`config.mk`:
```
export PLATFORM = sky130hd
export DESIGN_NAME = digests_responder_flat
export DESIGN_NICKNAME = d
export VERILOG_FILES = /design/src/rtl/digests_responder_if.sv /design/src/rtl/digests_responder.sv /design/src/flat_wrapper.sv
export SDC_FILE = /design/constraint.sdc
export NUM_CORES = 2
export LEC_CHECK = 0
export ABC_AREA = 1
export BUFFER_PORTS_ARGS = -buffer_cell sky130_fd_sc_hd__buf_2
export CAP_MARGIN = 20
export CORE_MARGIN = 4
export CORE_UTILIZATION = 50
export DETAILED_ROUTE_END_ITERATION = 12
export HOLD_SLACK_MARGIN = 0.15
export PLACE_DENSITY_LB_ADDON = 0.2
export SLEW_MARGIN = 10
export SYNTH_ARGS = -nofsm -noshare
export SYNTH_HDL_FRONTEND = slang
export SYNTH_SLANG_ARGS = --single-unit
```
`constraint.sdc`:
```
create_clock -name clk -period 8.2 [get_ports clk]
set_input_delay 0 -clock clk [delete_from_list [all_inputs] [get_ports clk]]
set_output_delay 0 -clock clk [all_outputs]
set_load 0.01 [all_outputs]
```
`src/rtl/digests_responder_if.sv`:
```
`default_nettype none
// ============================================================================
//  Module   : digests_responder_if
//  Brief    : Request / header / payload-beat bundle between the request
//             decoder, the DIGESTS responder and the transmit framer.
//  Revision : 1.0 - initial release
// ============================================================================
interface digests_responder_if #(
   parameter int NUM_SLOTS = 8,
   parameter int BUS_BYTES = 4
);
   logic                     req_valid;
   logic                     req_ready;
   logic [NUM_SLOTS-1:0]     slot_mask;
   logic [31:0]              header;
   logic                     hdr_valid;
   logic [8*BUS_BYTES-1:0]   out_data;
   logic                     out_valid;
   logic                     out_ready;
   logic                     out_last;
   logic                     rsp_done;

   // Requester / consumer side (decoder + framer)
   modport master (
      output req_valid, slot_mask, out_ready,
      input  req_ready, header, hdr_valid, out_data, out_valid, out_last, rsp_done
   );

   // Responder side
   modport slave (
      input  req_valid, slot_mask, out_ready,
      output req_ready, header, hdr_valid, out_data, out_valid, out_last, rsp_done
   );
endinterface
`default_nettype wire

```
`src/rtl/digests_responder.sv`:
```
`default_nettype none
// ============================================================================
//  Module   : digests_responder
//  Brief    : GET_DIGESTS response generator. Stores one digest per
//             certificate slot, emits the response header and then streams
//             the digests of every provisioned slot in ascending order.
//             Optional feature macro: DIGESTS_ERROR_RESP_EN (an empty slot
//             mask produces an ERROR/InvalidRequest header instead).
//  Revision : 1.0 - initial release
// ============================================================================

`ifndef PROTOCOL_VERSION
`define PROTOCOL_VERSION 8'h12
`endif
`ifndef DIGESTS_ANSWER_CMD
`define DIGESTS_ANSWER_CMD 8'h01
`endif

module digests_responder #(
   parameter int  NUM_SLOTS    = 8,     // 1..8
   parameter int  DIGEST_BYTES = 32,    // multiple of BUS_BYTES
   parameter int  BUS_BYTES    = 4,
   localparam int WPD          = DIGEST_BYTES / BUS_BYTES,
   localparam int SLOT_W       = (NUM_SLOTS > 1) ? $clog2(NUM_SLOTS) : 1,
   localparam int WORD_W       = (WPD > 1) ? $clog2(WPD) : 1,
   localparam int DATA_W       = 8 * BUS_BYTES
) (
   input  wire logic              clk,
   input  wire logic              rst_n,
   digests_responder_if.slave     bus,
   input  wire logic              dg_wr_en_i,
   input  wire logic [SLOT_W-1:0] dg_wr_slot_i,
   input  wire logic [WORD_W-1:0] dg_wr_word_i,
   input  wire logic [DATA_W-1:0] dg_wr_data_i,
   output logic                   dg_wr_drop_o
);

   localparam logic [1:0] S_IDLE = 2'd0;
   localparam logic [1:0] S_HDR  = 2'd1;
   localparam logic [1:0] S_SEND = 2'd2;
   localparam logic [1:0] S_DONE = 2'd3;

   localparam logic [7:0] C_VERSION = `PROTOCOL_VERSION;
   localparam logic [7:0] C_CMD     = `DIGESTS_ANSWER_CMD;

   logic [1:0]           state_q, state_d;
   logic [NUM_SLOTS-1:0] mask_q, mask_d;
   logic [SLOT_W-1:0]    slot_q, slot_d;
   logic [WORD_W-1:0]    word_q, word_d;
   logic [31:0]          header_q, header_d;

   // Digest storage; deliberately not reset (contents undefined until written)
   logic [DATA_W-1:0]    mem_q [NUM_SLOTS][WPD];

   logic [SLOT_W-1:0]    first_slot;
   logic [SLOT_W-1:0]    next_slot;
   logic                 next_found;
   logic                 last_word;
   logic [7:0]           mask8;
   logic                 wr_in_range;
   logic                 wr_accept;

   assign mask8     = 8'(bus.slot_mask);
   assign last_word = (word_q == WORD_W'(WPD - 1));

   // Lowest provisioned slot: the first digest of the response
   always_comb begin
      first_slot = '0;
      for (int i = NUM_SLOTS - 1; i >= 0; i--) begin
         if (mask_q[i]) first_slot = SLOT_W'(i);
      end
   end

   // Next provisioned slot above the current one, so slots chain without a bubble
   always_comb begin
      next_slot  = '0;
      next_found = 1'b0;
      for (int i = NUM_SLOTS - 1; i >= 0; i--) begin
         if (mask_q[i] && (i > int'(slot_q))) begin
            next_slot  = SLOT_W'(i);
            next_found = 1'b1;
         end
      end
   end

   // Response sequencer next-state logic
   always_comb begin
      state_d  = state_q;
      mask_d   = mask_q;
      slot_d   = slot_q;
      word_d   = word_q;
      header_d = header_q;
      case (state_q)
         S_IDLE: begin
            if (bus.req_valid) begin
               state_d  = S_HDR;
               mask_d   = bus.slot_mask;
               // Header is captured here and held stable until the next request
               header_d = {C_VERSION, C_CMD, 8'h00, mask8};
`ifdef DIGESTS_ERROR_RESP_EN
               if (bus.slot_mask == '0) header_d = {C_VERSION, 8'h7F, 8'h01, 8'h00};
`endif
            end
         end
         S_HDR: begin
            if (mask_q != '0) begin
               state_d = S_SEND;
               slot_d  = first_slot;
               word_d  = '0;
            end else begin
               state_d = S_DONE;
            end
         end
         S_SEND: begin
            if (bus.out_ready) begin
               if (last_word) begin
                  word_d = '0;
                  if (next_found) slot_d  = next_slot;
                  else            state_d = S_DONE;
               end else begin
                  word_d = word_q + 1'b1;
               end
            end
         end
         S_DONE:  state_d = S_IDLE;
         default: state_d = S_IDLE;
      endcase
   end

   // Sequencer registers with asynchronous reset
   always_ff @(posedge clk or negedge rst_n) begin
      if (!rst_n) begin
         state_q  <= S_IDLE;
         mask_q   <= '0;
         slot_q   <= '0;
         word_q   <= '0;
         header_q <= '0;
      end else begin
         state_q  <= state_d;
         mask_q   <= mask_d;
         slot_q   <= slot_d;
         word_q   <= word_d;
         header_q <= header_d;
      end
   end

   // Writes land only while idle and in range; anything else is flagged as dropped
   assign wr_in_range  = (int'(dg_wr_slot_i) < NUM_SLOTS) && (int'(dg_wr_word_i) < WPD);
   assign wr_accept    = dg_wr_en_i && (state_q == S_IDLE) && wr_in_range;
   assign dg_wr_drop_o = dg_wr_en_i && !wr_accept;

   // Digest storage write port
   always_ff @(posedge clk) begin
      if (wr_accept) mem_q[dg_wr_slot_i][dg_wr_word_i] <= dg_wr_data_i;
   end

   // Outputs decode straight from state so an async reset clears them at once
   assign bus.req_ready = (state_q == S_IDLE);
   assign bus.hdr_valid = (state_q == S_HDR);
   assign bus.header    = header_q;
   assign bus.out_valid = (state_q == S_SEND);
   assign bus.out_data  = (state_q == S_SEND) ? mem_q[slot_q][word_q] : '0;
   assign bus.out_last  = (state_q == S_SEND) && last_word && !next_found;
   assign bus.rsp_done  = (state_q == S_DONE);

endmodule
`default_nettype wire

```
`src/flat_wrapper.sv`:
```
// flat-port wrapper written by rule: the top's interface ports become plain ports
module digests_responder_flat 
#(
   parameter int  NUM_SLOTS    = 8,            
   parameter int  DIGEST_BYTES = 32,                            
   parameter int  BUS_BYTES    = 4,
   localparam int WPD          = DIGEST_BYTES / BUS_BYTES,
   localparam int SLOT_W       = (NUM_SLOTS > 1) ? $clog2(NUM_SLOTS) : 1,
   localparam int WORD_W       = (WPD > 1) ? $clog2(WPD) : 1,
   localparam int DATA_W       = 8 * BUS_BYTES
)
  (clk, rst_n, dg_wr_en_i, dg_wr_slot_i, dg_wr_word_i, dg_wr_data_i, dg_wr_drop_o, bus_req_valid, bus_slot_mask, bus_out_ready, bus_req_ready, bus_header, bus_hdr_valid, bus_out_data, bus_out_valid, bus_out_last, bus_rsp_done);
  digests_responder_if #(.NUM_SLOTS(NUM_SLOTS), .BUS_BYTES(BUS_BYTES)) bus_i ();
  input  wire logic clk;
  input  wire logic rst_n;
  input  wire logic dg_wr_en_i;
  input  wire logic [SLOT_W-1:0] dg_wr_slot_i;
  input  wire logic [WORD_W-1:0] dg_wr_word_i;
  input  wire logic [DATA_W-1:0] dg_wr_data_i;
  output logic dg_wr_drop_o;
  input wire logic [$bits(bus_i.req_valid)-1:0] bus_req_valid;
  input wire logic [$bits(bus_i.slot_mask)-1:0] bus_slot_mask;
  input wire logic [$bits(bus_i.out_ready)-1:0] bus_out_ready;
  output wire logic [$bits(bus_i.req_ready)-1:0] bus_req_ready;
  output wire logic [$bits(bus_i.header)-1:0] bus_header;
  output wire logic [$bits(bus_i.hdr_valid)-1:0] bus_hdr_valid;
  output wire logic [$bits(bus_i.out_data)-1:0] bus_out_data;
  output wire logic [$bits(bus_i.out_valid)-1:0] bus_out_valid;
  output wire logic [$bits(bus_i.out_last)-1:0] bus_out_last;
  output wire logic [$bits(bus_i.rsp_done)-1:0] bus_rsp_done;
  assign bus_i.req_valid = bus_req_valid;
  assign bus_i.slot_mask = bus_slot_mask;
  assign bus_i.out_ready = bus_out_ready;
  assign bus_req_ready = bus_i.req_ready;
  assign bus_header = bus_i.header;
  assign bus_hdr_valid = bus_i.hdr_valid;
  assign bus_out_data = bus_i.out_data;
  assign bus_out_valid = bus_i.out_valid;
  assign bus_out_last = bus_i.out_last;
  assign bus_rsp_done = bus_i.rsp_done;
  digests_responder #(.NUM_SLOTS(NUM_SLOTS), .DIGEST_BYTES(DIGEST_BYTES), .BUS_BYTES(BUS_BYTES)) u_core (.clk(clk), .rst_n(rst_n), .bus(bus_i), .dg_wr_en_i(dg_wr_en_i), .dg_wr_slot_i(dg_wr_slot_i), .dg_wr_word_i(dg_wr_word_i), .dg_wr_data_i(dg_wr_data_i), .dg_wr_drop_o(dg_wr_drop_o));
endmodule
```
Yosys cells after proc, flatten, opt, wreduce, memory -nomap -nowiden
Memory sizes are Yosys's and may differ from the RTL's. Index checks and enable logic that the tools add are counted.

Bitwise gates (word level): 2. Add/sub/neg operators: 1. Equality and inequality tests: 10. Magnitude comparators: 10. Reductions and logical operators: 21. Muxes and demuxes: 45.

Operators with widths (number): $mux W256 (1); $mux W32 (4); $bmux W32 S3 (1); $demux W32 S3 (1); $mux W3 (22); $gt A3 B3 Y1 const A (4); $logic_and A1 B1 Y1 (12); $pmux W3 S2 (2); $mux W1 (9); $ge A4 B4 Y1 const B (2); $mux W2 (4); $not A3 Y4 (2); $pmux W2 S4 (1); $reduce_bool A8 Y1 (1); $gt A2 B3 Y1 const A (2); $ne A2 B1 Y1 const B (3); $ne A2 B2 Y1 const B (3); $reduce_and A5 Y1 (1); $eq A2 B2 Y1 const B (2); $lt A4 B1 Y1 const B (1); $reduce_and A4 Y1 (1); $add A3 B1 Y3 const B (1); $eq A3 B3 Y1 const B (1); $gt A1 B3 Y1 const A (1); other kinds (6) (7).

Memory bits (writable): 2048. Bits of input ports: 51. Bits in registers: 25. Memories kept: 1. Output and inout port bits: 70.

Memory list: u_core.mem_q (words 8, width 256, rd ports 1, clocked after memory_dff 0, write ports 1, RTL line digests_responder.sv:53) `logic [DATA_W-1:0] mem_q [NUM_SLOTS][WPD];`.

Logic depth before layout (Yosys ltp)
Depth in word-level cells: 13. Mapped depth: 15. Depth with buffers taken out: 11.

Worst setup path after synthesis
No wires, ideal clock.

Path kind: register -> register. Start: register u_core.state_q[0]. End: memory u_core.mem_q[0][100] (netlist bit), enable pin. Cell stages (with the launch flop): 7. Data arrival time: 2598 ps. Clock period less this slack: 3019 ps. Path buffers: 0. Library setup time: 421 ps. Path slack: 5181 ps. Cell sequence: dfrtp_1 -> inv_1 -> ha_1 -> nand2_1 -> nor2_1 -> nand2_1 -> nor2_1.

Cells in the longest elaborated chain, start to end: 4.

RTL lines: from (decl) (RTL line digests_responder.sv:46) `logic [1:0] state_q, state_d;`; from (signal assigned) (RTL line digests_responder.sv:139) `state_q <= state_d;`; $logic_not A2 Y1; via bus_req_ready (RTL line flat_wrapper.sv:24) `output wire logic [$bits(bus_i.req_ready)-1:0] bus_req_ready;`; $logic_and A1 B1 Y1 (RTL line digests_responder.sv:149) `assign wr_accept = dg_wr_en_i && (state_q == S_IDLE) && wr_in_range;`; $mux W1 (RTL line digests_responder.sv:154) `if (wr_accept) mem_q[dg_wr_slot_i][dg_wr_word_i] <= dg_wr_data_i;`; $mux W256 (implied by the code) (RTL line digests_responder.sv:154); to (decl) (RTL line digests_responder.sv:53).

The timed path passes the listed nets, and every way through them passes these cells.

Worst setup path in the final report
Start: register u_core.slot_q[1]. End: output bus_out_data[28].

Cells in the longest elaborated chain, start to end: 5.

RTL lines: from (decl) (RTL line digests_responder.sv:48) `logic [SLOT_W-1:0] slot_q, slot_d;`; from (signal assigned) (RTL line digests_responder.sv:141) `slot_q <= slot_d;`; $mem_v2 Z8 W256; $bmux W32 S3 (RTL line digests_responder.sv:162) `assign bus.out_data = (state_q == S_SEND) ? mem_q[slot_q][word_q] : '0;`; $mux W32 (implied by the code) (2 in a row) (RTL line digests_responder.sv:162); $mux W32 (RTL line digests_responder.sv:162); to (decl) (RTL line flat_wrapper.sv:27) `output wire logic [$bits(bus_i.out_data)-1:0] bus_out_data;`.

Every way passes these cells. The select of a mux whose other input is x is not followed.

==> results_dict.tcl <==
set metrics [dict create \
    synth_top_area_cell "edfxtp_1" \
    rsz0062_at_grt "false" \
    hpwlAfterDp_um 125000 \
    hold_end "u_core.mem_q[7][32]" \
    grt_max_degree 179 \
    crit_type "flip-flop to output port" \
    period_share_pct 65.3 \
    place.gp.congestion 0.809 \
    post_route_cells_drive_above_1_share_pct 7.57 \
    routed-via-count 59000 \
    synth_xor_area_share_pct 0 \
    setup_slack_ps 2850 \
    postPlaceCellArea_sq_mm 0.0898 \
    rows 152 \
    numPortBuffers 99 \
    initial_utilization_pct 50.5 \
    syn-mean-instance-area_sq_um 10.9 \
    r2r_end "u_core.slot_q[1]" \
    powerDensity_mw_per_mm2 312 \
    ys_seq_area_share_pct 71.3 \
    syn_inst 7998 \
    max_slew_margin_pct 21.3 \
    place_ws_ps 3680 \
    hp-class "input port to flip-flop" \
    r2r_cells 10 \
    synth_cell_types 32 \
    worst_skew_pair.late_latency_ps 820 \
    ys_ff_latch 2065 \
    place_inst 10100 \
    worst_pin_slew_ps 1180 \
    final.setup.tns_ps 0 \
    placeableCoreArea_sq_mm 0.172 \
    worstHoldPathCells 2 \
    routedWlPerCell_um 24.1 \
    fin_hold_ws_ps 195 \
    synth-compound-area-share_pct 3.55 \
    p_total_mw 30.2 \
    num_io_pins 121 \
    synth_top_area_share_pct 70.8 \
    yosys-top-cells-area "edfxtp_1 71%, nand2_1 10%, nand3_1 4.7%, nor2_1 4.3%, inv_1 2.9%" \
    avgViaCountPerCell 5.58 \
    critPathMaxFanout 91 \
    ir_worst_vdd_v 0.000254 \
    overflow 0 \
    root_buffer "clkbuf_16" \
    path_clk_slew_ps 60 \
    leakage_nw 36.4 \
    wl_um 255000 \
    cts_resized 0 \
    synth.mux.area_fraction_pct 0.0259 \
    initialDrtViolationCount 7262 \
    first_global_vias 55600 \
    finalHoldViolCount 0 \
    htree_levels 4 \
    track_usage_pct 27.8 \
    status "finished clean" \
    start_kind "flip-flop" \
    clock-sinks 2065 \
    ant_nets 0 \
    antenna_found_initial 17 \
    synth.cell_area_sq_mm 0.0869 \
    cp-end-kind "output port" \
    drt_first_pass_iters 6 \
    drc_errors 0 \
    cts_tree "yes" \
    n_fill_cell 14200 \
    cts_max_path_buffers 3 \
    finalCoreUtilization_pct 56.3 \
    worstHoldStart "dg_wr_data_i[0]" \
    fp.dieH_um 425 \
    synth_adder_area_share_pct 0.0864 \
    final-seq-area_sq_mm 0.0619 \
    r2r_setup_slack_ps 4470 \
    required_ps 8200 \
    fp.dieW_um 425 \
    slew_violations 0 \
    syn_to_final_growth_pct 11.5 \
    synth_warnings 0 \
    cap_viol_max_count 0 \
    grt_pass1_wl_um 371000 \
    clock.fmax_ghz 0.187 \
    final_period_minus_worst_setup_slack_ps 5350 \
    synth_top_family_by_area "simple AND/OR/NAND/NOR gates" \
    r2r_start "u_core.slot_q[2]" \
    setup_violations 0 \
    yosys.area_share.simple_pct 19.5 \
    dieArea_sq_mm 0.180 \
    cts_made_buffers 207 \
    arrival_ps 5350 \
    design_area_sq_mm 0.0968 \
    multi_input_area_sq_mm 0.0207 \
    final_nets 8137 \
    clock-skew-final_ps 20.6 \
    layout.cells.non_filler 10600 \
]
## where the power goes
part / switching, mW / leakage (nW) / internal, mW / total, mW
registers: 0.140 / 18.6 / 11.6 / 11.8
clock network: 3.95 / 3.02 / 4.86 / 8.81
logic: 7.18 / 14.8 / 2.49 / 9.68
## critical path, stage by stage, from the launching register on
cell     delay [ps]
dfrtp_4         770
buf_4           630
buf_4           640
buf_4           850
nand3_1         160
a21oi_1         210
nor2_1           60
nand2_1          50
nand3_1          80
nand3_1         280
nand2_1         130
nor2_1          360
buf_2           210
## layout make-up
class	instances	share of cell area, %
Tap cell	2310	2.98
Timing Repair Buffer	318	2.59
Clock buffer	269	5.68
Clock inverter	106	0.724
Antenna cell	16	0.0413
Sequential cell	2065	64.0
Inverter	672	2.64
Multi-Input combinational cell	4816	21.4
## layer usage
layer  up-vias  global-route usage, %  routed length, um
met2      2896                   45.2             121000
li1      26800                      -                  -
met5         -                      0                 13
met1     28800                   37.6             101000
met3       515                   4.05              22000
met4         2                   12.2              11500
## kinds of logic (layout without fill, tap and decap cells)
| group | Yosys count | count (layout) |
|---|---|---|
| compound gates | 598 | 598 |
| fa+ha+maj | 6 | 6 |
| buf+inv | 1137 | 1365 |
| flops | 2065 | 2065 |
| mux | 2 | 2 |
| other cells | 1 | 37 |
| simple gates | 4189 | 4189 |
## worst max path at each step
stage                            startpoint                   end  slack, ps  cells after the start
final                      u_core.slot_q[1]      bus_out_data[28]       2850                     12
after global routing       u_core.slot_q[1]       bus_out_data[1]       2600                     12
after CTS                  u_core.slot_q[1]       bus_out_data[1]       2780                     12
after detailed placement   u_core.slot_q[1]       bus_out_data[1]       3680                     12
after global placement     u_core.slot_q[1]       bus_out_data[1]       3700                     12
after floorplan           u_core.state_q[0]  u_core.mem_q[0][100]       5180                      6
## what timing repair did
action                                  CTS  global route
hold buffers                             71             0
setup endpoints to repair                 0             0
buffers inserted                          0             0
endpoints found under the hold margin  2093             0
## state kept, by name, indices dropped and copies added (netlist names)
signal,flops
u_core.slot_q,3
u_core.bus.header,2
u_core.state_q,2
u_core.word_q,3
u_core.mem_q,2048
u_core.mask_q,7
## Yosys cell counts, drive strengths merged
| library cell | instances |
|---|---|
| nand2 | 2315 |
| edfxtp | 2048 |
| nor2 | 987 |
| nand3 | 818 |
| inv | 672 |
| a21oi | 361 |
| buf | 342 |
| o21ai | 202 |
| clkbuf | 123 |
| or2 | 65 |
| o211ai | 32 |
| dfrtp | 17 |
| ha | 6 |
| mux2 | 2 |
| nor3 | 2 |
| a211oi | 1 |
| a31oi | 1 |
| and3 | 1 |
| conb | 1 |
| nand4 | 1 |
| o32ai | 1 |
## layout by cell type, fill, tap and decap left out, types with 2 or more instances in the layout
cell type,netlist,routed
inv_1,669,665
edfxtp_1,2048,2048
clkbuf_1,123,58
or2_1,25,25
nor3_1,2,2
mux2_2,2,2
clkinv_16,0,2
o21ai_1,4,4
nand3_1,818,818
ha_1,6,5
clkinv_8,0,2
bufinv_16,0,5
a21oi_1,361,361
clkinv_1,0,59
dfrtp_4,0,5
buf_2,243,97
dlygate4sd3_1,0,71
nor2_1,984,920
or2_2,34,34
clkinvlp_4,0,2
conb_1,1,21
buf_4,54,135
nand2_1,2314,2313
dfrtp_1,17,11
buf_12,0,15
inv_16,0,2
clkinv_2,0,32
o21ai_0,198,198
nor2_4,2,66
clkbuf_16,0,211
o211ai_1,32,32
or2_0,6,6
diode_2,0,16
inv_6,0,8
Power figures use the tool's default switching activity.
